===== src/rtl/digit_ascii_tx_pkg.sv =====
// Shared definitions for the digit-to-ASCII transmit path: frame state
// encoding, ASCII constants and the default digit count, which must match
// the upstream binary-to-decimal serializer.
package digit_ascii_tx_pkg;

  localparam int NUM_DIGITS_DEF = 6;

  localparam logic [7:0] ASCII_ZERO = 8'h30;
  localparam logic [7:0] ASCII_CR   = 8'h0D;
  localparam logic [7:0] ASCII_LF   = 8'h0A;
  localparam logic [7:0] ASCII_BAD  = 8'h3F;

  typedef enum logic [2:0] {
    S_IDLE    = 3'd0,
    S_CAPTURE = 3'd1,
    S_EMIT    = 3'd2,
    S_TERM_CR = 3'd3,
    S_TERM_LF = 3'd4
  } state_t;

endpackage


===== src/rtl/digit_ascii_tx_bcd_to_ascii.sv =====
// Combinational BCD digit to ASCII mapper. Values above 9 are not decimal
// digits and map to the BAD_CHAR substitute character instead.
module bcd_to_ascii
  import digit_ascii_tx_pkg::*;
#(
  parameter logic [7:0] BAD_CHAR = ASCII_BAD
) (
  input  logic [3:0] digit,
  output logic [7:0] ascii
);

  assign ascii = (digit > 4'd9) ? BAD_CHAR : (ASCII_ZERO | {4'h0, digit});

endmodule


===== src/rtl/digit_ascii_tx.sv =====
// Captures one BCD digit burst from the serializer, then streams it to the
// UART as ASCII followed by CR LF over a valid/ready handshake.
// Build option: define DIGIT_ASCII_LZS_EN to suppress leading zeros (the
// last digit is always sent, so an all-zero frame still yields '0').
//
// state     | meaning
// ----------+--------------------------------------------------------------
// S_IDLE    | waiting for a rising edge of digit_sending
// S_CAPTURE | storing one digit per cycle until full or the burst ends
// S_EMIT    | presenting / skipping buffered digits, one per handshake
// S_TERM_CR | presenting the CR terminator
// S_TERM_LF | presenting the LF terminator; frame ends on its acceptance
module digit_ascii_tx
  import digit_ascii_tx_pkg::*;
#(
  parameter int         NUM_DIGITS = NUM_DIGITS_DEF,
  parameter logic [7:0] TERM_CR    = ASCII_CR,
  parameter logic [7:0] TERM_LF    = ASCII_LF,
  parameter logic [7:0] BAD_CHAR   = ASCII_BAD
) (
  input  logic       clk,
  input  logic       rst,
  input  logic [3:0] digit_in,
  input  logic       digit_sending,
  output logic [7:0] tx_data,
  output logic       tx_valid,
  input  logic       tx_ready,
  output logic       busy,
  output logic       overrun
);

  localparam int            CW       = $clog2(NUM_DIGITS + 1);
  localparam logic [CW-1:0] CNT_FULL = CW'(NUM_DIGITS);
  localparam logic [CW-1:0] CNT_ONE  = CW'(1);

  state_t        state, state_nxt;
  logic [3:0]    dbuf [NUM_DIGITS];
  logic [CW-1:0] cnt, cnt_nxt;
  logic [CW-1:0] idx, idx_nxt;
  logic [CW-1:0] sel_idx, last_idx, buf_waddr;
  logic [7:0]    tx_data_nxt, sel_ascii;
  logic [3:0]    sel_digit;
  logic          tx_valid_nxt, busy_nxt, overrun_nxt;
  logic          sending_q, trigger, buf_we, lzs_skip;

  assign trigger  = digit_sending & ~sending_q;
  assign last_idx = cnt - CNT_ONE;

  // Pick the buffered digit whose byte is loaded on this cycle: the next one
  // after an accepted byte, otherwise the current one (idx is 0 in CAPTURE).
  always_comb begin
    sel_idx = '0;
    if (state == S_EMIT) begin
      sel_idx = (tx_valid && tx_ready) ? (idx + CNT_ONE) : idx;
    end
  end

  assign sel_digit = (sel_idx < CNT_FULL) ? dbuf[sel_idx] : 4'h0;

  bcd_to_ascii #(
    .BAD_CHAR (BAD_CHAR)
  ) u_map (
    .digit (sel_digit),
    .ascii (sel_ascii)
  );

`ifdef DIGIT_ASCII_LZS_EN
  assign lzs_skip = (sel_digit == 4'h0) && (sel_idx != last_idx);
`else
  assign lzs_skip = 1'b0;
`endif

  // Next-state, buffer write and registered-output next values.
  always_comb begin
    state_nxt    = state;
    cnt_nxt      = cnt;
    idx_nxt      = idx;
    tx_data_nxt  = tx_data;
    tx_valid_nxt = tx_valid;
    busy_nxt     = busy;
    overrun_nxt  = trigger && (state != S_IDLE);
    buf_we       = 1'b0;
    buf_waddr    = cnt;

    case (state)
      S_IDLE: begin
        if (trigger) begin
          buf_we    = 1'b1;
          buf_waddr = '0;
          cnt_nxt   = CNT_ONE;
          idx_nxt   = '0;
          busy_nxt  = 1'b1;
          state_nxt = S_CAPTURE;
        end
      end

      S_CAPTURE: begin
        if (digit_sending && (cnt < CNT_FULL)) begin
          buf_we  = 1'b1;
          cnt_nxt = cnt + CNT_ONE;
        end else begin
          // Full or burst ended early: decide on digit 0 right away so the
          // first byte appears one cycle after the last capture.
          state_nxt = S_EMIT;
          if (lzs_skip) begin
            idx_nxt = CNT_ONE;
          end else begin
            idx_nxt      = '0;
            tx_valid_nxt = 1'b1;
            tx_data_nxt  = sel_ascii;
          end
        end
      end

      S_EMIT: begin
        if (tx_valid && tx_ready) begin
          if (idx == last_idx) begin
            tx_data_nxt = TERM_CR;
            state_nxt   = S_TERM_CR;
          end else begin
            idx_nxt     = idx + CNT_ONE;
            tx_data_nxt = sel_ascii;
          end
        end else if (!tx_valid) begin
          // Only reached while skipping leading zeros.
          if (lzs_skip) begin
            idx_nxt = idx + CNT_ONE;
          end else begin
            tx_valid_nxt = 1'b1;
            tx_data_nxt  = sel_ascii;
          end
        end
      end

      S_TERM_CR: begin
        if (tx_ready) begin
          tx_data_nxt = TERM_LF;
          state_nxt   = S_TERM_LF;
        end
      end

      S_TERM_LF: begin
        if (tx_ready) begin
          tx_valid_nxt = 1'b0;
          busy_nxt     = 1'b0;
          cnt_nxt      = '0;
          idx_nxt      = '0;
          state_nxt    = S_IDLE;
        end
      end

      default: begin
        state_nxt    = S_IDLE;
        tx_valid_nxt = 1'b0;
        busy_nxt     = 1'b0;
      end
    endcase
  end

  // State, counters, edge detector and registered handshake outputs.
  always_ff @(posedge clk) begin
    if (rst) begin
      state     <= S_IDLE;
      cnt       <= '0;
      idx       <= '0;
      tx_data   <= 8'h00;
      tx_valid  <= 1'b0;
      busy      <= 1'b0;
      overrun   <= 1'b0;
      sending_q <= 1'b0;
    end else begin
      state     <= state_nxt;
      cnt       <= cnt_nxt;
      idx       <= idx_nxt;
      tx_data   <= tx_data_nxt;
      tx_valid  <= tx_valid_nxt;
      busy      <= busy_nxt;
      overrun   <= overrun_nxt;
      sending_q <= digit_sending;
    end
  end

  // Digit buffer, written during capture only.
  always_ff @(posedge clk) begin
    if (rst) begin
      for (int i = 0; i < NUM_DIGITS; i++) dbuf[i] <= 4'h0;
    end else if (buf_we) begin
      dbuf[buf_waddr] <= digit_in;
    end
  end

endmodule


===== config.mk =====
export PLATFORM = sky130hd
export DESIGN_NAME = digit_ascii_tx
export DESIGN_NICKNAME = d
export VERILOG_FILES = /design/src/rtl/digit_ascii_tx_pkg.sv /design/src/rtl/digit_ascii_tx_bcd_to_ascii.sv /design/src/rtl/digit_ascii_tx.sv
export SDC_FILE = /design/constraint.sdc
export NUM_CORES = 1
export LEC_CHECK = 0
export ABC_CLOCK_PERIOD_IN_PS = 3150
export BUFFER_PORTS_ARGS = -buffer_cell sky130_fd_sc_hd__buf_2
export CAP_MARGIN = 20
export CORE_UTILIZATION = 45
export DETAILED_ROUTE_END_ITERATION = 8
export GPL_TIMING_DRIVEN = 0
export HOLD_SLACK_MARGIN = 0.05
export PLACE_DENSITY = 0.69
export SYNTH_ARGS = -nofsm -noshare
export SYNTH_HDL_FRONTEND = slang
export SYNTH_HIERARCHICAL = 1
export SYNTH_SLANG_ARGS = --single-unit

===== constraint.sdc =====
create_clock -name clk -period 3.15 [get_ports clk]
set_input_delay 0.7875 -clock clk [delete_from_list [all_inputs] [get_ports clk]]
set_output_delay 0.7875 -clock clk [all_outputs]
set_load 0.05 [all_outputs]

==> impl_metrics.tcl, run 1 <==
set metrics [dict create \
    cts-root-buf "clkbuf_8" \
    portBuffers 17 \
    async_reset_ff_share_pct 0 \
    leakage_nw 1.071 \
    ff2ff_setup_slack_ns 0.35 \
    synth_area_um2 2475 \
    critPathMaxStageDelay_ns 0.58 \
    dp_hpwl_um 3599 \
    fin_crit_sh_pct 88.78 \
    drc 0 \
    synth_top_cell_by_area "edfxtp_1" \
    cts_made_buffers 5 \
    ys_top_cells_by_count "25 x and2_1, 24 x edfxtp_1, 21 x dfxtp_1" \
    viasPerCell 5.348 \
    numPlacedInstances 334 \
    status "finished, final reports clean" \
    syn_area_per_cell_um2 10.10 \
    hold_slack_ns 0.4496 \
    synth.area.top_cells "edfxtp_1 29%, dfxtp_1 17%, and2_1 6.3%" \
    cp_cell_sequence "ha_1, and3_1, o21ai_1, mux4_2, nand2_1, o21ai_1, clkbuf_1, nor4_1, nor3_1" \
    cp.depth 9 \
    ff2ff_path_depth 9 \
    fp.dieW_um 76.16 \
    placed_area_um2 2655 \
    relSlewSlack_pct 54.40 \
    path_class "reg -> reg" \
    finalPower_mw 1.716 \
    synth_top_area_share_pct 29.12 \
    fin_skew_ns 0.01060 \
    power_density_nw_per_um2 619.1 \
    synth.most_common_cell "and2_1" \
    startpoint_type "register" \
    cts_resized 0 \
    cp_max_fo 6 \
    endpoint "tx_data[3]" \
    cp-end-kind "register" \
    drt_iter0_drc 127 \
    setup_violations 0 \
    grt_antenna_before_repair 0 \
    via_count 1829 \
    synth_edf_count 24 \
    synthCells 245 \
    register_area_um2 1141 \
    path_buf_inv 1 \
    instances_no_fill 342 \
    fp.coreArea_um2 5205 \
    hp-class "reg -> reg" \
    rsz0062_at_grt "false" \
    layout-drive-gt1-share_pct 20.59 \
    yosysWarnings 6 \
    die-area_um2 5800 \
    multi_input_area_um2 1229 \
    fin_nets 282 \
    post_cts_buffers 0 \
    routed_wirelength_um 4928 \
    dpl_worst_slack_ns 0.1248 \
    clock.fmax_mhz 357.6 \
    firstDrtPassIters 4 \
    clkSinkCount 45 \
    crit_required_ns 3.33 \
    rr_endpoint "tx_data[3]" \
    grt_pass1_wl_um 8073 \
    io_pins 19 \
    overflow 0 \
    first_global_vias 1636 \
    r2r_start "idx[0]" \
    cts_tree "yes" \
    crit_top_cell "o21ai_1" \
    cts.htree.levels 2 \
    cts.reportedPaths.clkPinSlew_ns 0.09 \
    place_congestion 0.8375 \
    vdd_drop_max_mv 0.3213 \
    postLayoutCellArea_um2 2771 \
    tns_ns 0 \
    ant_nets 0 \
    yosysSeqAreaShare_pct 46.11 \
    worst_path_max_delay_cell "mux4_2" \
    worst_slew_pin_slew_ns 0.6778 \
    synth_cell_types 53 \
    wl_per_cell_um 14.41 \
    slew_violations 0 \
    layout_min_cycle_time_ns 2.797 \
    cts_buffer_depth 2 \
    grt_max_degree 17 \
    synth_ff_type "edfxtp_1" \
    clock_latency_ns 0.31 \
    initial_core_util_pct 47.55 \
    arrival_ns 2.98 \
    synth-seq-cells 45 \
    areaGrowthSynthToFinish_pct 11.98 \
    die_h_um 76.16 \
    rows 26 \
    crit_start "idx[0]" \
    layout_setup_ws_ns 0.3533 \
    fill_cells 493 \
    cts_hold_buf 0 \
    crit_family "simple AND/OR/NAND/NOR gates" \
    diodes 0 \
    track_usage_pct 18.00 \
    hold_viol 0 \
    maxCapViolations 0 \
    fin_util_pct 53.25 \
]
[cell families (layout without fill, tap and decap cells)]
family | count (synthesis) | after routing | synth area share, %
AOI/OAI and AO/OA | 50 | 50 | 13.70
xor gates and xnor gates | 6 | 6 | 2.679
adders and majority gates | 3 | 3 | 1.517
buffers and inverters | 21 | 46 | 4.550
DFF | 45 | 45 | 46.11
muxes | 10 | 10 | 5.561
other | 2 | 4 | 0.3034
and+or+nand+nor | 108 | 108 | 25.58
[placed cells by master (no fill, tap or decap), types with 5 or more instances in the layout]
cell type	n
a21oi_1	16
and2_1	25
buf_2	23
buf_4	5
clkbuf_1	6
clkbuf_8	5
dfxtp_1	21
edfxtp_1	24
mux2i_1	7
nand2_1	15
nand3_1	9
nor2_1	15
nor3_1	11
o21ai_1	6
[flip-flops by register name, indices dropped and copies added (netlist names)]
signal     count
sending_q      1
busy           1
tx_data        8
tx_valid       1
state          3
dbuf          24
overrun        1
cnt            3
idx            3
[worst min path at each step]
stage	startpoint	to	slack, ns	cells past startpoint
after global routing	tx_data[4]	tx_data[4]	0.49	2
final	tx_data[5]	tx_data[5]	0.45	2
after floorplan	idx[1]	idx[1]	0.49	2
after detailed placement	tx_data[4]	tx_data[4]	0.44	2
after global placement	tx_data[5]	tx_data[5]	0.43	2
after CTS	tx_data[4]	tx_data[4]	0.45	2
[worst register-to-register path: stages (launching register included)]
cell and delay [ns]:
dfxtp_1 0.45, ha_1 0.28, and3_1 0.18, o21ai_1 0.51, mux4_2 0.58, nand2_1 0.07, o21ai_1 0.11, clkbuf_1 0.12
nor4_1 0.29, nor3_1 0.08
[per-layer routing]
| layer | up-vias | GRT usage (%) | routed length (µm) |
|---|---|---|---|
| met1 | 864 | 26.13 | 2536 |
| met5 | - | 0 | 0 |
| li1 | 930 | - | - |
| met4 | 0 | 7.500 | 80 |
| met2 | 29 | 25.73 | 2180 |
| met3 | 6 | 4.072 | 131 |
[report_power, final]
group          internal (mW)  switching (mW)  total [mW]  leakage, nW
clock                  0.242           0.219       0.462       0.0591
sequential             0.683          0.0369       0.720        0.420
combinational          0.180           0.354       0.534        0.591
total                   1.11           0.610        1.72         1.07
[area by class of cell]
cell class                 instances  area share [%]
clock buffer                       5           2.483
clock inverter                     3           1.716
buffer                            18           3.657
inverter                           3          0.4063
tap                               70           3.160
timing repair buffer              17           3.070
sequential                        45           41.17
multi-input combinational        181           44.33
Note: power is estimated with default switching activity, not from simulation.
==> inputs of run 2 (changes only) <==
--- a/config.mk
+++ b/config.mk
@@ -5,14 +5,16 @@
 export SDC_FILE = /design/constraint.sdc
 export NUM_CORES = 1
 export LEC_CHECK = 0
-export ABC_CLOCK_PERIOD_IN_PS = 3150
+export ABC_AREA = 1
+export ABC_CLOCK_PERIOD_IN_PS = 3480
 export BUFFER_PORTS_ARGS = -buffer_cell sky130_fd_sc_hd__buf_2
 export CAP_MARGIN = 20
 export CORE_UTILIZATION = 45
+export CTS_BUF_LIST = sky130_fd_sc_hd__clkbuf_8
 export DETAILED_ROUTE_END_ITERATION = 8
 export GPL_TIMING_DRIVEN = 0
 export HOLD_SLACK_MARGIN = 0.05
-export PLACE_DENSITY = 0.69
+export PLACE_DENSITY = 0.68
 export SYNTH_ARGS = -nofsm -noshare
 export SYNTH_HDL_FRONTEND = slang
 export SYNTH_HIERARCHICAL = 1
==> constraint.sdc (replaced) <==
create_clock -name clk -period 3.48 [get_ports clk]
set_input_delay 0.87 -clock clk [delete_from_list [all_inputs] [get_ports clk]]
set_output_delay 0.87 -clock clk [all_outputs]
set_load 0.05 [all_outputs]
==> impl_metrics.tcl, run 2 <==
set metrics [dict create \
    leakage_nw 1.346 \
    synth_edf_count 24 \
    dp_hpwl_um 4307 \
    first_global_vias 2094 \
    async_reset_ff_share_pct 0 \
    vdd_drop_max_mv 0.4545 \
    wl_met1_um 2521 \
    reg_top3 "dbuf: 24 flops, tx_data: 8 flops" \
    track_usage_pct 19.66 \
    io_pins 19 \
    place_congestion 0.9628 \
    wl_per_cell_um 12.19 \
    final_cell_mix "86 x nand2_1, 63 x nor2_1, 41 x inv_1" \
    startpoint_type "input pin" \
    portBuffers 17 \
    met2_length_um 2628 \
    hp-class "reg -> reg" \
    yosysSeqAreaShare_pct 43.87 \
    crit_start "tx_ready" \
    p_sw_share_pct 48.76 \
    register_area_um2 1141 \
    largest_register_ffs 24 \
    rows 27 \
    initial_core_util_pct 46.95 \
    endpoint "tx_data[2]" \
    slew_violations 0 \
    comb_power_share_pct 53.1 \
    path_class "in -> reg" \
    firstDrtPassIters 4 \
    grt_antenna_before_repair 0 \
    cts-root-buf "clkbuf_8" \
    cts_hold_buf 0 \
    dpl_worst_slack_ns 0.8109 \
    yosysWarnings 6 \
    rsz0062_at_grt "false" \
    drt_iter0_drc 70 \
    finalPower_mw 2.404 \
    worst_slew_pin_slew_ns 0.6476 \
    cts_tree "yes" \
    grt_pass1_wl_um 9197 \
    fin_crit_sh_pct 67.45 \
    layout_min_cycle_time_ns 2.347 \
    cp_max_fo 5 \
    synth.most_common_cell "nand2_1" \
    fp.dieW_um 78.03 \
    areaGrowthSynthToFinish_pct 10.49 \
    cts_buffer_depth 2 \
    instances_no_fill 452 \
    synthCells 353 \
    post_cts_buffers 0 \
    synth_top_area_share_pct 27.71 \
    crit_required_ns 3.68 \
    maxCapViolations 0 \
    layout_setup_ws_ns 1.133 \
    synth_area_um2 2601 \
    arrival_ns 2.55 \
    drc 0 \
    power.switching_mw 1.172 \
    status "finished, final reports clean" \
    via_count 2194 \
    cts_made_buffers 5 \
    overflow 0 \
    grt_max_degree 16 \
    clkSinkCount 45 \
    synth.area.top_cells "edfxtp_1 28%, dfxtp_1 16%, nand2_1 12%" \
    ys_top_cells_by_count "86 x nand2_1, 63 x nor2_1, 41 x inv_1" \
    hold_depth 2 \
    clock_latency_ns 0.30 \
    ff2ff_path_depth 11 \
    power_density_nw_per_um2 836.3 \
    wl_met3_um 209 \
    synth_cell_types 36 \
    routed_wirelength_um 5510 \
    synth-seq-cells 45 \
    rr_endpoint "tx_data[1]" \
    diodes 0 \
    multi_input_area_um2 1214 \
    power_frac_clock_pct 13.9 \
    r2r_start "state[0]" \
    maxUsedRoutingLayer "met4" \
    fill_cells 555 \
    layout-drive-gt1-share_pct 19.21 \
    cts.htree.levels 2 \
    fp.coreArea_um2 5540 \
    syn_area_per_cell_um2 7.369 \
    ant_nets 0 \
    setup_violations 0 \
    synth_ff_type "edfxtp_1" \
    viasPerCell 4.854 \
    fin_nets 390 \
    die-area_um2 6089 \
    cts_resized 0 \
    synth_top_cell_by_area "edfxtp_1" \
    numPlacedInstances 444 \
    relSlewSlack_pct 56.82 \
    die_h_um 78.03 \
    cts.reportedPaths.clkPinSlew_ns 0.09 \
    seq_power_share_pct 33.0 \
    top_register "dbuf" \
    tns_ns 0 \
    fin_util_pct 51.87 \
    clock.fmax_mhz 426.0 \
    hold_viol 0 \
    final_common_cell "nand2_1" \
    ff2ff_setup_slack_ns 1.30 \
    internal-power_mw 1.232 \
    cp-end-kind "register" \
    fin_skew_ns 0.004772 \
]
-- run 2: cell count changes after synthesis, moves of 7 or more --
cell | previous run | this run
o21ai_0 | 4 | 11
nor2_1 | 15 | 63
inv_1 | 3 | 41
nand2_1 | 15 | 86
and2_1 | 25 | 1
nand3_1 | 9 | 25
nor2_2 | 0 | 12
mux2i_1 | 7 | 0
nor3_1 | 11 | 2
-- run 2: how the worst min path moves through the flow --
stage,startpoint,end,slack [ns]
global placement,busy,busy,0.47
global route,busy,busy,0.51
floorplan,sending_q,overrun,0.51
detailed placement,busy,busy,0.47
CTS,busy,busy,0.49
finish,busy,busy,0.49
-- run 2: layout make-up --
class | instances | share of cell area, %
flip-flops and latches | 45 | 39.70
clock buffers | 5 | 2.394
multi-input cells | 250 | 42.23
plain buffers | 12 | 2.438
repair buffers | 17 | 2.960
well taps | 72 | 3.135
inverters | 48 | 6.400
clock inverters | 3 | 0.7401
-- run 2: per-stage QoR --
step | instance area [µm²] | hold slack, ns
6_report | 2874 | 0.4909
5_1_grt | 2874 | 0.5098
4_1_cts | 2874 | 0.4901
3_5_place_dp | 2784 | 0.4665
3_3_place_gp | 2784 | 0.4699
2_1_floorplan | 2609 | 0.5082
-- run 2: kinds of logic (layout without fill, tap and decap cells) --
group                      Yosys count  in the layout  share of synthesized area, %
other                                2              4                        0.2887
xor gates and xnor gates             1              1                        0.3368
buffers and inverters               60             85                         9.764
and+or+nand+nor                    213            213                         38.34
adders and majority gates            3              3                         1.443
AOI/OAI and AO/OA                   29             29                         5.964
DFF                                 45             45                         43.87
-- run 2: worst max-delay path, cell delays in order --
cell and delay (ns):
buf_2 0.12, nand2_1 0.13, nand3_1 0.20, nor2_1 0.07, a21oi_1 0.37, nor2_1 0.16, nand3_1 0.10, nand2_1 0.10
o21ai_2 0.19, nand2_1 0.07, a21oi_1 0.12, nor2_1 0.05
-- run 2: layer usage --
metal	vias up	GRT usage, %
met4	0	7.963
met5	-	0
met1	971	23.59
met2	49	34.16
met3	19	4.302
li1	1155	-
-- run 2: power by group through the flow --
stage	sequential [mW]	clock, mW	combinational, mW
global placement	0.801	0	1.25
finish	0.793	0.334	1.28
floorplan	0.932	0	0.886
global route	0.810	0.365	1.44
CTS	0.793	0.343	1.27
detailed placement	0.805	0	1.27
